`src/rtl/seg_digit_reader_pkg.sv`:
```
// Shared definitions for the seven-segment digit reader: segment patterns,
// FSM state encoding and field widths.
package seg_digit_reader_pkg;

    localparam int SEG_W   = 7;
    localparam int DIGIT_W = 4;
    localparam int CNT_W   = 4;

    // Active-high segments, bit 6 = g down to bit 0 = a.
    localparam logic [SEG_W-1:0] SEG_0     = 7'b0111111;
    localparam logic [SEG_W-1:0] SEG_1     = 7'b0000110;
    localparam logic [SEG_W-1:0] SEG_2     = 7'b1011011;
    localparam logic [SEG_W-1:0] SEG_3     = 7'b1001111;
    localparam logic [SEG_W-1:0] SEG_4     = 7'b1100110;
    localparam logic [SEG_W-1:0] SEG_5     = 7'b1101101;
    localparam logic [SEG_W-1:0] SEG_6     = 7'b1111101;
    localparam logic [SEG_W-1:0] SEG_7     = 7'b0000111;
    localparam logic [SEG_W-1:0] SEG_8     = 7'b1111111;
    localparam logic [SEG_W-1:0] SEG_9     = 7'b1101111;
    localparam logic [SEG_W-1:0] SEG_BLANK = 7'b0000000;

    typedef enum logic [1:0] {
        WAIT_BLANK,
        WAIT_DIGIT,
        SETTLE,
        HOLD
    } state_t;

endpackage

```
`src/rtl/seg_digit_reader_decode.sv`:
```
// Combinational segment-pattern classifier: legal digit, blank, or neither.
module seg_pattern_decode
    import seg_digit_reader_pkg::*;
(
    input  logic [SEG_W-1:0]   i_seg,
    output logic               o_legal,
    output logic               o_blank,
    output logic [DIGIT_W-1:0] o_digit
);

    always_comb begin
        o_legal = 1'b0;
        o_blank = 1'b0;
        o_digit = '0;
        case (i_seg)
            SEG_0:     begin o_legal = 1'b1; o_digit = 4'd0; end
            SEG_1:     begin o_legal = 1'b1; o_digit = 4'd1; end
            SEG_2:     begin o_legal = 1'b1; o_digit = 4'd2; end
            SEG_3:     begin o_legal = 1'b1; o_digit = 4'd3; end
            SEG_4:     begin o_legal = 1'b1; o_digit = 4'd4; end
            SEG_5:     begin o_legal = 1'b1; o_digit = 4'd5; end
            SEG_6:     begin o_legal = 1'b1; o_digit = 4'd6; end
            SEG_7:     begin o_legal = 1'b1; o_digit = 4'd7; end
            SEG_8:     begin o_legal = 1'b1; o_digit = 4'd8; end
            SEG_9:     begin o_legal = 1'b1; o_digit = 4'd9; end
            SEG_BLANK: o_blank = 1'b1;
            default:   ;
        endcase
    end

endmodule

```
`src/rtl/seg_digit_reader.sv`:
```
// Debounces a seven-segment input stream and emits each digit once, using a
// return-to-blank protocol so repeated digits are separated by a stable blank.
module seg_digit_reader
    import seg_digit_reader_pkg::*;
#(
    parameter int STABLE_CYCLES = 3
)
(
    input  logic               clk,
    input  logic               rst_n,
    input  logic [SEG_W-1:0]   seg,
    output logic [DIGIT_W-1:0] digit,
    output logic               digit_valid,
    output logic [9:0]         digit_count,
    output logic               err
);

    localparam logic [CNT_W-1:0] LP_BLANK_LAST  = CNT_W'(STABLE_CYCLES - 1);
    localparam logic [CNT_W-1:0] LP_SETTLE_LAST =
        (STABLE_CYCLES >= 2) ? CNT_W'(STABLE_CYCLES - 2) : '0;
    localparam bit LP_SINGLE = (STABLE_CYCLES == 1);

    logic [SEG_W-1:0]   r_seg;
    logic               r_primed;
    state_t             r_state;
    logic [SEG_W-1:0]   r_cand;
    logic [CNT_W-1:0]   r_cnt;
    logic [DIGIT_W-1:0] r_digit;
    logic               r_valid;
    logic [9:0]         r_count;
    logic               r_err;

    state_t             w_state_nxt;
    logic [SEG_W-1:0]   w_cand_nxt;
    logic [CNT_W-1:0]   w_cnt_nxt;
    logic               w_accept;
    logic               w_legal;
    logic               w_blank;
    logic [DIGIT_W-1:0] w_digit;

    // Whenever a pattern is accepted it equals the current sample, so one
    // decoder on the sample register serves both blank detection and output.
    seg_pattern_decode u_decode (
        .i_seg   (r_seg),
        .o_legal (w_legal),
        .o_blank (w_blank),
        .o_digit (w_digit)
    );

    // r_primed masks the reset value of r_seg so it never counts as a blank.
    always_ff @(posedge clk or negedge rst_n) begin
        if (!rst_n) begin
            r_seg    <= '0;
            r_primed <= 1'b0;
        end else begin
            r_seg    <= seg;
            r_primed <= 1'b1;
        end
    end

    always_ff @(posedge clk or negedge rst_n) begin
        if (!rst_n) begin
            r_state <= WAIT_BLANK;
            r_cand  <= '0;
            r_cnt   <= '0;
        end else begin
            r_state <= w_state_nxt;
            r_cand  <= w_cand_nxt;
            r_cnt   <= w_cnt_nxt;
        end
    end

    always_comb begin
        w_state_nxt = r_state;
        w_cand_nxt  = r_cand;
        w_cnt_nxt   = r_cnt;
        w_accept    = 1'b0;
        if (r_primed) begin
            case (r_state)
                WAIT_BLANK: begin
                    if (w_blank) begin
                        if (r_cnt == LP_BLANK_LAST) begin
                            w_state_nxt = WAIT_DIGIT;
                            w_cnt_nxt   = '0;
                        end else begin
                            w_cnt_nxt = r_cnt + 1'b1;
                        end
                    end else begin
                        w_cnt_nxt = '0;
                    end
                end
                WAIT_DIGIT: begin
                    if (!w_blank) begin
                        w_cand_nxt = r_seg;
                        w_cnt_nxt  = '0;
                        if (LP_SINGLE) begin
                            w_accept    = 1'b1;
                            w_state_nxt = HOLD;
                        end else begin
                            w_state_nxt = SETTLE;
                        end
                    end
                end
                SETTLE: begin
                    if (w_blank) begin
                        w_state_nxt = WAIT_DIGIT;
                        w_cnt_nxt   = '0;
                    end else if (r_seg == r_cand) begin
                        if (r_cnt == LP_SETTLE_LAST) begin
                            w_accept    = 1'b1;
                            w_state_nxt = HOLD;
                            w_cnt_nxt   = '0;
                        end else begin
                            w_cnt_nxt = r_cnt + 1'b1;
                        end
                    end else begin
                        w_cand_nxt = r_seg;
                        w_cnt_nxt  = '0;
                        if (LP_SINGLE) begin
                            w_accept    = 1'b1;
                            w_state_nxt = HOLD;
                        end
                    end
                end
                HOLD: begin
                    if (w_blank) begin
                        w_state_nxt = WAIT_BLANK;
                        w_cnt_nxt   = '0;
                    end
                end
                default: begin
                    w_state_nxt = WAIT_BLANK;
                    w_cnt_nxt   = '0;
                end
            endcase
        end
    end

    // An accepted illegal pattern only raises the sticky error.
    always_ff @(posedge clk or negedge rst_n) begin
        if (!rst_n) begin
            r_digit <= '0;
            r_valid <= 1'b0;
            r_count <= '0;
            r_err   <= 1'b0;
        end else begin
            r_valid <= w_accept && w_legal;
            if (w_accept && w_legal) begin
                r_digit <= w_digit;
                r_count <= r_count + 1'b1;
            end
            if (w_accept && !w_legal) begin
                r_err <= 1'b1;
            end
        end
    end

    assign digit       = r_digit;
    assign digit_valid = r_valid;
    assign digit_count = r_count;
    assign err         = r_err;

endmodule

```
`config.mk`:
```
export PLATFORM = sky130hd
export DESIGN_NAME = seg_digit_reader
export DESIGN_NICKNAME = d
export VERILOG_FILES = /design/src/rtl/seg_digit_reader_pkg.sv /design/src/rtl/seg_digit_reader_decode.sv /design/src/rtl/seg_digit_reader.sv
export SDC_FILE = /design/constraint.sdc
export NUM_CORES = 1
export LEC_CHECK = 0
export CORE_MARGIN = 4
export CORE_UTILIZATION = 56
export DETAILED_ROUTE_END_ITERATION = 7
export PLACE_DENSITY = 0.8
export SLEW_MARGIN = 20
export SYNTH_ARGS = -nofsm -noshare
export SYNTH_HDL_FRONTEND = slang
export SYNTH_SLANG_ARGS = --single-unit
```
`constraint.sdc`:
```
create_clock -name clk -period 3.3 [get_ports clk]
set_input_delay 0.495 -clock clk [delete_from_list [all_inputs] [get_ports clk]]
set_output_delay 0.495 -clock clk [all_outputs]
set_load 0.1 [all_outputs]
```
==> reports/qor.yml <==
status: "finished, final reports clean"
crit_slowest_cell: "or4_1"
grt_overflow: 0
synthAdderAreaFrac: 0.00626
clk_pin_slew_ns: 0.10
cp-start-kind: "flop"
crit_type: "reg -> reg"
die_w_um: 67.7
wl_per_cell_um: 15.2
synthCells: 184
cp.arrival_ns: 2.70
drtPass1Iterations: 6
num_io_pins: 25
hpwl_mm: 2.75
synth.distinct_cells: 50
synth_enable_flop_cells: 0
synth.area.mux_share: 0.0614
grt_use_total: 0.194
finalSetupViolCount: 0
clock_latency_ns: 0.34
grt_max_degree: 38
vias_per_cell: 5.96
netlist_area_um2: 2000
die_h_um: 67.7
holdBufCountCts: 0
end_kind: "flop"
fin_crit_ns: 2.48
ant_nets: 0
worst_path_largest_cell_delay_ns: 0.78
synth_fp_nets: 194
die_area_um2: 4590
drv_cap: 0
yosysSeqAreaShare: 0.463
fin_crit_sh: 0.751
synth_top_cell_area_share: 0.463
floorplan.initialDensity: 0.590
clk_path_buf_depth: 2
yosys_register_bits: 37
tightest_slew_ns: 0.978
synth_xor_xnor_area_share: 0.0895
syn_area_per_cell_um2: 10.9
yosysTopAreaCell: "dfrtp_1"
synth_compound_area_frac: 0.162
min_path_type: "reg -> reg"
p_total_mw: 0.756
port_buffers: 24
powerDensity_nw_per_um2: 333
grt_pass1_vias: 1471
clock_sinks: 37
yosys.area_share.simple: 0.156
synth_ff_type: "dfrtp_1"
cts_root_buf: "clkbuf_4"
finalClockSkew_ns: 0.0115
drive_gt1_frac: 0.150
drc: 0
async_flop_share: 1.00
leakagePower_nw: 0.949
post-cts-setup-buffer-count: 0
num-nets-final: 216
hold_viol: 0
rsz0062_at_grt: "no"
required_ns: 3.52
antenna_found_initial: 0
via_count: 1502
ys_top_cells_by_area: "dfrtp_1, mux2_2, a2111oi_2, xor2_1, xnor2_2"
num_rows: 21
setup_tns_ns: 0
grt_pass1_wl_mm: 6.62
slew_viol_final: 0
diodes: 0
ir_drop_mv: 0.269
cts_tree: "done"
cts_max_level: 2
post_cts_resize_count: 0
area_growth_pct: 13.7
cts_buffers: 5
routabilityCongestion: 0.880
max_slew_margin: 0.346
synth_top_family_by_area: "compound AO/OA/AOI/OAI gates"
drt-total-wl_mm: 3.83
drt_iter0_drc: 167
crit_path_cell_trace: "xnor2_2 > nand4_1 > or4_1 > a21oi_4 > mux2_1"
ys_warn_count: 0
core_area_um2: 3390
critPathMaxFanout: 11
timing.fmax_mhz: 404
==> flip-flops by register name (all words and copies together) (netlist names) <==
register / flops
digit_count: 10
r_cand: 7
r_seg: 7
digit: 4
r_cnt: 4
r_state: 2
digit_valid: 1
err: 1
r_primed: 1
==> critical path, delay by kind of cell, from the launching register on <==
| kind | cells | cell delay, ns |
|---|---|---|
| compound gates | 1 | 0.31 |
| simple gates | 2 | 0.95 |
| xor+xnor | 1 | 0.16 |
| mux | 1 | 0.35 |
| flops | 1 | 0.59 |
==> cell type report <==
class,count,area (µm²)
tap,46,57.6
clock buffer,7,55.1
inverter,9,33.8
fill,239,1120
sequential,37,926
multi-input combinational,127,952
timing repair buffer,26,248
==> where the power goes <==
| part | internal [mW] | switching [mW] |
|---|---|---|
| Combinational | 0.0214 | 0.0230 |
| Clock | 0.101 | 0.138 |
| Sequential | 0.458 | 0.0153 |
| Total | 0.580 | 0.176 |
==> cell families after synthesis <==
family,Yosys count
and+or+nand+nor,56
AOI/OAI and AO/OA,41
DFF,37
buffers and inverters,20
xor gates and xnor gates,17
muxes,11
adders and majority gates,1
other,1
==> per-stage QoR <==
step / setup WS [ns] / hold slack, ns / area [µm²] / util / cells
floorplan: 1.18 / 0.199 / 2000 / - / 184
global placement: 0.935 / 0.460 / 2220 / 0.654 / 245
detailed placement: 0.860 / 0.470 / 2220 / 0.654 / 245
CTS: 0.811 / 0.488 / 2270 / 0.670 / 252
global route: 0.651 / 0.527 / 2270 / 0.670 / 252
finish: 0.822 / 0.477 / 2270 / 0.670 / 252
==> Yosys cell counts (2+ instances only) <==
library cell / number
mux2_1: 3
o21ai_0: 9
nor2_1: 7
mux2_2: 7
a211oi_1: 3
o211ai_1: 3
nand2_1: 7
inv_1: 9
xor2_1: 8
dfrtp_1: 37
clkbuf_1: 2
a31oi_1: 2
buf_6: 4
a2111oi_2: 5
xnor2_1: 5
nand2b_1: 3
a21oi_1: 7
xnor2_2: 4
or3_1: 4
nor3_1: 11
buf_4: 4
nand3_1: 7
or4_1: 2
and2_1: 2
nand4_1: 4
==> layer usage <==
layer  GRT usage  vias to the layer above  wire length (µm)
met3      0.0416                       10               183
met1       0.250                      728              1690
met4       0.104                        0                80
met2       0.305                       53              1880
li1            -                      711                 -
met5           0                        -                 0
==> final timing paths <==
check                                    start        endpoint  slack, ns  depth (start not counted)
min in group asynchronous                rst_n      r_state[1]       0.55                          2
max in group asynchronous                rst_n        r_seg[1]       2.42                          2
worst min register to register  digit_count[9]  digit_count[9]       0.48                          1
worst min-delay path            digit_count[9]  digit_count[9]       0.48                          1
worst max register to register        r_seg[4]        digit[3]       0.82                          5
worst max-delay path                  r_seg[4]        digit[3]       0.82                          5
==> cells in the final DEF (no fill, tap or decap), drive strengths merged, types with 2 or more instances in the layout <==
cell and n:
inv 9, a211oi 4, nand2b 3, a31oi 2, or3 4, buf 5
o21ai 10, nand4 4, clkbuf 7, nor3 11, and2 2, xor2 8
or4 2, xnor2 9, clkdlybuf4s50 21, nor2 7, nand2 7, dfrtp 37
mux2 10, a2111oi 6, a21oi 8, nand3 8, o211ai 3
(Power assumes the default switching activity.)
